--- src/rtl/mem_arbiter.sv ---
// Two-master round-robin arbiter in front of a single-port picorv32-style memory.
// Latches the winning request, holds it until completion, and times out hung accesses.
module mem_arbiter #(
  parameter int          TIMEOUT_CYCLES = 1024,
  parameter logic [31:0] ERR_RDATA      = 32'h0000_0000
) (
  input  logic        clk,
  input  logic        resn,
  input  logic        m0_valid,
  input  logic        m0_instr,
  input  logic [3:0]  m0_wstrb,
  input  logic [31:0] m0_wdata,
  input  logic [31:0] m0_addr,
  output logic        m0_ready,
  output logic [31:0] m0_rdata,
  input  logic        m1_valid,
  input  logic        m1_instr,
  input  logic [3:0]  m1_wstrb,
  input  logic [31:0] m1_wdata,
  input  logic [31:0] m1_addr,
  output logic        m1_ready,
  output logic [31:0] m1_rdata,
  output logic        s_valid,
  output logic        s_instr,
  output logic [3:0]  s_wstrb,
  output logic [31:0] s_wdata,
  output logic [31:0] s_addr,
  input  logic        s_ready,
  input  logic [31:0] s_rdata,
  output logic        timeout_err
);

  localparam int CNT_W = $clog2(TIMEOUT_CYCLES);
  localparam logic [CNT_W-1:0] CNT_MAX = CNT_W'(TIMEOUT_CYCLES - 1);

  typedef enum logic [1:0] {IDLE, GRANT0, GRANT1, DRAIN} state_e;

  state_e             state_q, state_d;
  logic               last_grant_q, last_grant_d;
  logic [CNT_W-1:0]   cnt_q, cnt_d;
  logic               s_valid_q, s_valid_d;
  logic               s_instr_q, s_instr_d;
  logic [3:0]         s_wstrb_q, s_wstrb_d;
  logic [31:0]        s_wdata_q, s_wdata_d;
  logic [31:0]        s_addr_q, s_addr_d;
  logic               m0_ready_q, m0_ready_d;
  logic               m1_ready_q, m1_ready_d;
  logic [31:0]        m0_rdata_q, m0_rdata_d;
  logic [31:0]        m1_rdata_q, m1_rdata_d;
  logic               timeout_err_q, timeout_err_d;

  logic win;        // arbitration winner in IDLE
  logic gnt;        // master currently granted
  logic gnt_valid;  // granted master still requesting

  // On contention the master that was not served last wins.
  assign win       = (m0_valid && m1_valid) ? ~last_grant_q : m1_valid;
  assign gnt       = (state_q == GRANT1);
  assign gnt_valid = gnt ? m1_valid : m0_valid;

  always_comb begin
    // NOTE: every variable gets a default here, otherwise an unassigned path infers a latch.
    state_d       = state_q;
    last_grant_d  = last_grant_q;
    cnt_d         = cnt_q;
    s_valid_d     = s_valid_q;
    s_instr_d     = s_instr_q;
    s_wstrb_d     = s_wstrb_q;
    s_wdata_d     = s_wdata_q;
    s_addr_d      = s_addr_q;
    m0_ready_d    = 1'b0;
    m1_ready_d    = 1'b0;
    m0_rdata_d    = m0_rdata_q;
    m1_rdata_d    = m1_rdata_q;
    timeout_err_d = 1'b0;

    case (state_q)
      IDLE: begin
        if (m0_valid || m1_valid) begin
          s_valid_d    = 1'b1;
          s_instr_d    = win ? m1_instr : m0_instr;
          s_wstrb_d    = win ? m1_wstrb : m0_wstrb;
          s_wdata_d    = win ? m1_wdata : m0_wdata;
          s_addr_d     = win ? m1_addr  : m0_addr;
          last_grant_d = win;
          cnt_d        = '0;
          state_d      = win ? GRANT1 : GRANT0;
        end
      end
      GRANT0, GRANT1: begin
        if (s_ready || cnt_q == CNT_MAX) begin
          if (gnt) begin
            m1_rdata_d = s_ready ? s_rdata : ERR_RDATA;
            m1_ready_d = 1'b1;
          end else begin
            m0_rdata_d = s_ready ? s_rdata : ERR_RDATA;
            m0_ready_d = 1'b1;
          end
          timeout_err_d = !s_ready;
          s_valid_d     = 1'b0;
          state_d       = DRAIN;
        end else if (!gnt_valid) begin
          // Master abandoned its request: release memory without completing.
          s_valid_d = 1'b0;
          state_d   = DRAIN;
        end else begin
          cnt_d = cnt_q + CNT_W'(1);
        end
      end
      DRAIN: begin
        if (!s_ready) state_d = IDLE;
      end
      default: state_d = IDLE;
    endcase
  end

  always_ff @(posedge clk or negedge resn) begin
    if (!resn) begin
      state_q       <= IDLE;
      last_grant_q  <= 1'b1;
      cnt_q         <= '0;
      s_valid_q     <= 1'b0;
      s_instr_q     <= 1'b0;
      s_wstrb_q     <= '0;
      s_wdata_q     <= '0;
      s_addr_q      <= '0;
      m0_ready_q    <= 1'b0;
      m1_ready_q    <= 1'b0;
      m0_rdata_q    <= '0;
      m1_rdata_q    <= '0;
      timeout_err_q <= 1'b0;
    end else begin
      // NOTE: non-blocking assignments so every flop samples pre-edge values.
      state_q       <= state_d;
      last_grant_q  <= last_grant_d;
      cnt_q         <= cnt_d;
      s_valid_q     <= s_valid_d;
      s_instr_q     <= s_instr_d;
      s_wstrb_q     <= s_wstrb_d;
      s_wdata_q     <= s_wdata_d;
      s_addr_q      <= s_addr_d;
      m0_ready_q    <= m0_ready_d;
      m1_ready_q    <= m1_ready_d;
      m0_rdata_q    <= m0_rdata_d;
      m1_rdata_q    <= m1_rdata_d;
      timeout_err_q <= timeout_err_d;
    end
  end

  assign s_valid     = s_valid_q;
  assign s_instr     = s_instr_q;
  assign s_wstrb     = s_wstrb_q;
  assign s_wdata     = s_wdata_q;
  assign s_addr      = s_addr_q;
  assign m0_ready    = m0_ready_q;
  assign m1_ready    = m1_ready_q;
  assign m0_rdata    = m0_rdata_q;
  assign m1_rdata    = m1_rdata_q;
  assign timeout_err = timeout_err_q;

endmodule

--- config.mk ---
export PLATFORM = sky130hd
export DESIGN_NAME = mem_arbiter
export DESIGN_NICKNAME = d
export VERILOG_FILES = /design/src/rtl/mem_arbiter.sv
export SDC_FILE = /design/constraint.sdc
export NUM_CORES = 1
export LEC_CHECK = 0
export ABC_CLOCK_PERIOD_IN_PS = 2700
export BUFFER_PORTS_ARGS = -buffer_cell sky130_fd_sc_hd__buf_2
export CORE_MARGIN = 2
export CORE_UTILIZATION = 28
export DETAILED_ROUTE_END_ITERATION = 10
export GPL_TIMING_DRIVEN = 1
export HOLD_SLACK_MARGIN = 0.06
export SLEW_MARGIN = 20
export SYNTH_ARGS = -nofsm -noshare
export SYNTH_HDL_FRONTEND = slang
export SYNTH_SLANG_ARGS = --single-unit
--- constraint.sdc ---
create_clock -name clk -period 2.7 [get_ports clk]
set_input_delay 0.135 -clock clk [delete_from_list [all_inputs] [get_ports clk]]
set_output_delay 0.135 -clock clk [all_outputs]
set_load 0.02 [all_outputs]
==> results of run 1 <==
-- synthesized netlist by cell type --
cell / instances
sky130_fd_sc_hd__and2_1: 3
sky130_fd_sc_hd__ha_1: 4
sky130_fd_sc_hd__clkbuf_1: 22
sky130_fd_sc_hd__nor3_1: 7
sky130_fd_sc_hd__o311ai_0: 3
sky130_fd_sc_hd__a21oi_1: 6
sky130_fd_sc_hd__a211o_1: 1
sky130_fd_sc_hd__buf_2: 18
sky130_fd_sc_hd__nor3b_2: 1
sky130_fd_sc_hd__a221o_1: 2
sky130_fd_sc_hd__o41a_1: 1
sky130_fd_sc_hd__o211a_1: 1
sky130_fd_sc_hd__nand2_1: 80
sky130_fd_sc_hd__a31oi_1: 2
sky130_fd_sc_hd__nor4b_1: 1
sky130_fd_sc_hd__o21ai_1: 1
sky130_fd_sc_hd__o211ai_1: 2
sky130_fd_sc_hd__nor2_1: 4
sky130_fd_sc_hd__o311ai_1: 1
sky130_fd_sc_hd__nand2b_1: 1
sky130_fd_sc_hd__buf_1: 1
sky130_fd_sc_hd__dfstp_2: 1
sky130_fd_sc_hd__xnor2_1: 1
sky130_fd_sc_hd__a311o_1: 2
sky130_fd_sc_hd__buf_4: 1
sky130_fd_sc_hd__mux2i_1: 71
sky130_fd_sc_hd__a22o_1: 64
sky130_fd_sc_hd__nand4_1: 1
sky130_fd_sc_hd__and3_2: 1
sky130_fd_sc_hd__and4_4: 1
sky130_fd_sc_hd__or3_1: 2
sky130_fd_sc_hd__inv_1: 8
sky130_fd_sc_hd__nand3_1: 4
sky130_fd_sc_hd__nor2b_1: 1
sky130_fd_sc_hd__nor4_1: 1
sky130_fd_sc_hd__a2bb2oi_1: 1
sky130_fd_sc_hd__a311oi_1: 1
sky130_fd_sc_hd__dfrtp_1: 149
sky130_fd_sc_hd__o21ai_0: 77
sky130_fd_sc_hd__and3_1: 5
sky130_fd_sc_hd__nor3b_1: 2
sky130_fd_sc_hd__and4_1: 2
sky130_fd_sc_hd__a21o_1: 3
-- power by group --
part,internal [mW],switching (mW),leakage [nW]
clock,1.25,1.12,0.294
combinational,2.15,3.22,3.18
sequential,3.30,0.577,1.88
total,6.71,4.91,5.36
-- tightest hold or removal path: cells and delay by family --
family	cells	cell delay [ps]
AO/OA/AOI/OAI	1	140
buffers and inverters	1	70
multiplexers	1	80
-- flip-flops by register name, indices dropped and copies added (netlist names) --
signal        cells
s_addr           32
m1_ready          1
s_wdata          32
m1_rdata         32
m0_rdata         32
s_wstrb           4
s_valid           1
s_instr           1
last_grant_q      1
timeout_err       1
state_q           2
cnt_q            10
m0_ready          1
-- cells in the final DEF, fill, tap and decap left out, types with 2 or more instances in the layout --
master and count:
sky130_fd_sc_hd__a21o_1 3, sky130_fd_sc_hd__a21oi_1 5, sky130_fd_sc_hd__a221o_1 2, sky130_fd_sc_hd__a22o_1 64, sky130_fd_sc_hd__a311o_1 2, sky130_fd_sc_hd__a31oi_1 2, sky130_fd_sc_hd__and2_1 3, sky130_fd_sc_hd__and3_1 5
sky130_fd_sc_hd__and4_1 2, sky130_fd_sc_hd__buf_12 3, sky130_fd_sc_hd__buf_2 310, sky130_fd_sc_hd__buf_4 19, sky130_fd_sc_hd__clkbuf_16 17, sky130_fd_sc_hd__clkinv_4 4, sky130_fd_sc_hd__clkinv_8 4, sky130_fd_sc_hd__dfrtp_1 149
sky130_fd_sc_hd__dlygate4sd3_1 163, sky130_fd_sc_hd__ha_1 4, sky130_fd_sc_hd__inv_1 8, sky130_fd_sc_hd__inv_8 6, sky130_fd_sc_hd__mux2i_1 71, sky130_fd_sc_hd__nand2_1 80, sky130_fd_sc_hd__nand3_1 4, sky130_fd_sc_hd__nor2_1 4
sky130_fd_sc_hd__nor3_1 7, sky130_fd_sc_hd__nor3b_1 2, sky130_fd_sc_hd__o211ai_1 2, sky130_fd_sc_hd__o21ai_0 76, sky130_fd_sc_hd__o311ai_0 3, sky130_fd_sc_hd__or3_1 2
-- cells by family after synthesis --
kind of cell,after synthesis,share of synthesized area [%]
xor gates and xnor gates,1,0.136
DFF,150,58.5
adders and majority gates,4,0.779
and+or+nand+nor,117,8.26
AOI/OAI and AO/OA,168,18.0
muxes,71,11.1
buffers and inverters,50,3.33
-- worst paths after layout --
kind                                endpoint  depth (start not counted)         start  slack [ps]
min in group asynchronous       m1_rdata[30]                          2          resn         230
worst max register to register     s_addr[9]                          5  last_grant_q         390
max in group asynchronous       last_grant_q                          3          resn        1660
worst min-delay path              s_addr[10]                          3   m0_addr[10]          60
worst min register to register   s_wdata[14]                          2   s_wdata[14]         470
worst max-delay path               s_addr[9]                          7      m0_valid         330
-- per-layer routing --
layer	wire, microns	track usage, %
met1	8770	20.3
met2	10100	29.0
met3	1010	4.18
met4	439	6.07
met5	0	0
-- area by class of cell --
| type | count | area share (%) |
|---|---|---|
| Sequential cell | 150 | 35.4 |
| Timing Repair Buffer | 496 | 32.0 |
| Multi-Input combinational cell | 361 | 23.4 |
| Clock buffer | 17 | 4.01 |
| Tap cell | 285 | 3.36 |
| Clock inverter | 15 | 1.66 |
| Inverter | 8 | 0.283 |
-- stage by stage --
stage	total power, mW	setup slack (ps)
2_1_floorplan	7.12	839
3_3_place_gp	8.91	736
3_5_place_dp	9.00	636
4_1_cts	11.7	356
5_1_grt	12.4	215
6_report	11.6	330
==> results.txt, run 1 <==
----------------------------------------------------
[Yosys]
  Sequential area share after synthesis ... 58.5%
  Count of synthesis-stage warnings from yosys ... 0
  Top-area cell type share of the netlist area ... 58.1%
  Top area cells in the synthesized netlist ... sky130_fd_sc_hd__dfrtp_1, sky130_fd_sc_hd__mux2i_1, sky130_fd_sc_hd__a22o_1
  Post-synthesis instance area ... 6420 sq um
  Number of standard cells after synthesis ... 561
  Synthesized area divided by synthesized cell count ... 11.4 sq um
  Yosys reg bits ... 150
  Unique cell type count in the Yosys netlist ... 43
  Top cell type by total area after synthesis ... sky130_fd_sc_hd__dfrtp_1
  Synthesized net count ... 740

[Floorplan]
  Die outline area ... 24,200 sq um
  Ports ... 312
  Core footprint ... 22,600 sq um
  Number of standard-cell rows in the floorplan ... 55
  Chip Height ... 155 microns
  Floorplan die width ... 155 microns
  Starting density of the core ... 28.5%

[Critical path]
  Arrival time reported for the critical path endpoint ... 2620 ps
  Critical Path RT ... 2950 ps
  Cell type group with the largest total delay on the critical path ... buffers and inverters
  Crit path cell chain ... dlygate4sd3_1, buf_2, a21oi_4, buf_4, mux2i_1, dlygate4sd3_1, o21ai_0
  Worst path slowest cell ... sky130_fd_sc_hd__a21oi_4
  Critical path buffers and inverters ... 4
  Critical path class ... input port to register
  Slowest cell delay on critical path ... 600 ps
  Crit path max fanout ... 17
  Most used cell along the critical path ... sky130_fd_sc_hd__dlygate4sd3_1
  Crit end category ... register
  Worst Setup Start Kind ... input port

[STA]
  Time the worst path needs with I/O delays and setup ... 2370 ps
  Post-Route Setup TNS ... 0 ps
  Final-report hold violation count ... 0
  Hold slack ... 62.3 ps
  Setup repair after global routing missed its margin ... no
  Worst Clk Skew ... 16.4 ps
  Final-report max-slew violation count ... 0
  Final critical-path share of the clock period ... 87.8%
  Worst max-slew margin expressed relative to the limit ... 32.6%
  Final-report setup violation count ... 0
  Achievable Freq ... 422 MHz
  Slew at the pin closest to its max-slew limit ... 1010 ps

[Power and ir drop]
  Leak pwr ... 5.36 nW
  Power per unit of standard cell area ... 1090 nW/um^2
  Worst supply voltage drop on vdd ... 0.471 mV

[Hold path]
  Path type of the worst min-delay path ... input port to register

[Clock tree]
  Count of H-tree levels built during CTS ... 4
  Register clock-pin slew on the reported worst setup and hold paths ... 70 ps
  Post-CTS Setup Repair Bufs ... 0
  Resized cells post-CTS ... 0
  Root buffer selected by CTS ... sky130_fd_sc_hd__clkbuf_16
  CTS sink count ... 150
  Clk Latency, worst-skew pair ... 420 ps
  Cts-stage hold buffer count ... 163
  Buffer depth of the longest clock path ... 2
  Number of buffers inserted during clock tree synthesis ... 17
  Clock tree from TritonCTS ... built

[Route]
  Starting DRC count in detailed routing ... 341
  Final Routed Wirelength ... 20.3 mm
  Per-cell routed wire length ... 15.2 microns
  1st-pass router iterations ... 4
  Antenna violation net count after detailed routing ... 0
  Vias after detailed routing ... 6,186
  Via-per-instance ratio ... 4.64
  DRC violation count after routing ... 0

[Cells and area]
  Post-layout instance area ... 10,600 sq um
  Multi-input logic area ... 2480 sq um
  Post-layout nets ... 1,213
  Fraction of layout cells with a size suffix above 1 ... 35.5%
  Sequential Area ... 3750 sq um
  Signed area change from the synthesized netlist to the final layout ... 65.4%
  Layout Utilization ... 47.1%
  FILL cells ... 2,075
  Number of diodes ... 0
  Final cell count without fillers ... 1,332

[Place]
  Half-perimeter wire length after placement ... 13.2 mm
  Cell area after placement ... 8390 sq um
  Dpl cells ... 1,137
  Final GP Congestion ... 0.791
  Port Buffer Count ... 311

[Global routing]
  Maximum number of pins on one net before global-route repair ... 75
  Overall global routing resource usage ... 16.8%
  Number of antenna violations at the first check in global routing ... 0
  Residual overflow from global routing ... 0
  Vias in the first global route ... 6,352
  Global-route wire length before repair ... 32.1 mm

[Outcome]
  Outcome ... completed

[Flow run]
  Max capacitance violation total ... 0

----------------------------------------------------
(Power assumes the default switching activity.)
==> run 2: changes to the inputs <==
RECOVER_POWER = 50   (was default)
==> run 2 against run 1 <==
- worst setup slack improved by 0.82 ps
- count of clock-buffer cells in the layout stayed put
- fmax barely moved
- combinational power shrank 3%
- final area is 1.0% lower
- via count fell by 0.44%
- hold slack lost 3.4 ps
- total power down 1.2%
- critical path type unchanged
- critical endpoint is now s_wdata[21]
==> results.txt, run 2 (same netlist as run 1, synthesis figures left out) <==
----------------------------------------------------
[Outcome]
  Outcome ... completed

[Global routing]
  Number of antenna violations at the first check in global routing ... 0
  Maximum number of pins on one net before global-route repair ... 75
  Residual overflow from global routing ... 0
  Overall global routing resource usage ... 16.8%
  Global-route wire length before repair ... 32.1 mm
  Vias in the first global route ... 6,352

[Critical path]
  Endpoint of the worst-slack reg-to-reg timing path ... s_wdata[21]
  Crit path cell chain ... dlygate4sd3_1, buf_2, a21oi_4, buf_4, mux2i_1, dlygate4sd3_1, o21ai_0
  Crit end category ... register
  Start of the worst register-to-register path ... last_grant_q
  Critical Path Sink ... s_wdata[21]
  Arrival time reported for the critical path endpoint ... 2630 ps
  Worst path slowest cell ... sky130_fd_sc_hd__a21oi_4
  Cell type group with the largest total delay on the critical path ... buffers and inverters
  Crit path max fanout ... 17
  Slowest cell delay on critical path ... 600 ps
  Critical Path Start ... m0_valid
  Crit path depth ... 7
  Most used cell along the critical path ... sky130_fd_sc_hd__dlygate4sd3_1
  Worst r2r path cells ... 5
  Critical path buffers and inverters ... 4
  Critical Path RT ... 2960 ps
  Worst R2R Setup Slack ... 390 ps
  Worst Setup Start Kind ... input port
  Critical path class ... input port to register

[Route]
  DRC violation count after routing ... 0
  1st-pass router iterations ... 4
  Per-cell routed wire length ... 15.2 microns
  Starting DRC count in detailed routing ... 314
  Via-per-instance ratio ... 4.62
  Final Routed Wirelength ... 20.3 mm
  Vias after detailed routing ... 6,159
  Antenna violation net count after detailed routing ... 0

[STA]
  Worst Clk Skew ... 13.4 ps
  Time the worst path needs with I/O delays and setup ... 2370 ps
  Achievable Freq ... 422 MHz
  Slew at the pin closest to its max-slew limit ... 1320 ps
  Final critical-path share of the clock period ... 87.8%
  Final-report max-slew violation count ... 0
  Setup repair after global routing missed its margin ... no
  Final-report hold violation count ... 0
  Post-Route Setup TNS ... 0 ps
  Worst setup margin ... 331 ps
  Worst max-slew margin expressed relative to the limit ... 12.2%
  Final-report setup violation count ... 0

[Power and ir drop]
  Combinational cell fraction of total power ... 45.4%
  Net Switching ... 4.93 mW
  Sw Ratio ... 42.9%
  Clock Power Share ... 20.7%
  Leak pwr ... 5.09 nW
  Sequential share of power ... 34.0%
  Worst supply voltage drop on vdd ... 0.462 mV
  Internal portion of total power ... 6.55 mW
  Power per unit of standard cell area ... 1090 nW/um^2

[Clock tree]
  Clk Latency, worst-skew pair ... 420 ps
  Root buffer selected by CTS ... sky130_fd_sc_hd__clkbuf_16
  Post-CTS Setup Repair Bufs ... 0
  Number of buffers inserted during clock tree synthesis ... 17
  Count of H-tree levels built during CTS ... 4
  Resized cells post-CTS ... 0
  Buffer depth of the longest clock path ... 2
  Register clock-pin slew on the reported worst setup and hold paths ... 70 ps
  CTS sink count ... 150
  Clock tree from TritonCTS ... built

[Floorplan]
  Chip Height ... 155 microns
  Floorplan die width ... 155 microns
  Starting density of the core ... 28.5%
  Ports ... 312
  Number of standard-cell rows in the floorplan ... 55
  Core footprint ... 22,600 sq um
  Die outline area ... 24,200 sq um

[Place]
  Port Buffer Count ... 311
  Half-perimeter wire length after placement ... 13.2 mm
  Setup slack at placement ... 636 ps
  Final GP Congestion ... 0.791

[Cells and area]
  Post-layout nets ... 1,213
  Fraction of layout cells with a size suffix above 1 ... 27.8%
  Number of diodes ... 0
  Most frequent standard cell in the layout excluding fill and tap cells ... sky130_fd_sc_hd__buf_2
  Most used cells in the layout excluding fill and tap cells ... sky130_fd_sc_hd__buf_2, sky130_fd_sc_hd__dlygate4sd3_1, sky130_fd_sc_hd__dfrtp_1, sky130_fd_sc_hd__clkbuf_1, sky130_fd_sc_hd__nand2_1
  Signed area change from the synthesized netlist to the final layout ... 63.6%

[Flow run]
  Max capacitance violation total ... 0

[Hold path]
  Path type of the worst min-delay path ... input port to register

----------------------------------------------------
## run 2: worst register-to-register path, stage by stage, from the launching register on
cell and delay, ps:
sky130_fd_sc_hd__dfstp_2 400, sky130_fd_sc_hd__a21oi_4 590, sky130_fd_sc_hd__buf_4 290, sky130_fd_sc_hd__mux2i_1 240, sky130_fd_sc_hd__dlygate4sd3_1 570, sky130_fd_sc_hd__o21ai_0 70
## run 2: area by class of cell
cell class	count	area (sq um)
Fill cell	2106	12100
Sequential cell	150	3750
Timing Repair Buffer	496	3290
Multi-Input combinational cell	361	2480
Clock buffer	17	425
Tap cell	285	357
Clock inverter	15	176
Inverter	8	30.0
## run 2: worst min-delay path by stage
stage / startpoint / endpoint / slack (ps) / cells past startpoint
5_1_grt: m0_wdata[2] / s_wdata[2] / 60 / 3
6_report: m0_addr[10] / s_addr[10] / 60 / 3
2_1_floorplan: resn / cnt_q[0] / -160 / 0
3_5_place_dp: resn / m1_rdata[30] / 120 / 1
4_1_cts: m0_wdata[2] / s_wdata[2] / 60 / 3
3_3_place_gp: resn / m1_rdata[30] / 120 / 1
## run 2: power groups by stage
| stage | logic, mW | registers [mW] | clock network [mW] |
|---|---|---|---|
| floorplan | 2.07 | 5.05 | 0 |
| global placement | 5.02 | 3.89 | 0 |
| detailed placement | 5.09 | 3.91 | 0 |
| CTS | 5.39 | 3.88 | 2.47 |
| global route | 5.67 | 4.03 | 2.58 |
| finish | 5.21 | 3.90 | 2.37 |
## run 2: metal layers
metal  GRT usage (%)  wire length [microns]
met1            20.3                   8620
met2            29.0                  10100
met3            4.18                   1140
met4            6.07                    440
met5               0                      0
## run 2: what timing repair did
action / CTS / global route
hold buffers: 163 / 0
endpoints found under the hold margin: 178 / 0
endpoints found under the setup margin: 0 / 0
## run 2: metrics by stage
step | cells | power (mW) | utilization, % | cell area (sq um) | hold slack [ps]
2_1_floorplan | 561 | 7.12 | - | 6420 | -161
3_3_place_gp | 1137 | 8.91 | 37.2 | 8390 | 119
3_5_place_dp | 1137 | 9.00 | 37.2 | 8390 | 121
4_1_cts | 1332 | 11.7 | 47.1 | 10600 | 62.8
5_1_grt | 1332 | 12.3 | 46.6 | 10500 | 61.5
6_report | 1332 | 11.5 | 46.6 | 10500 | 58.9
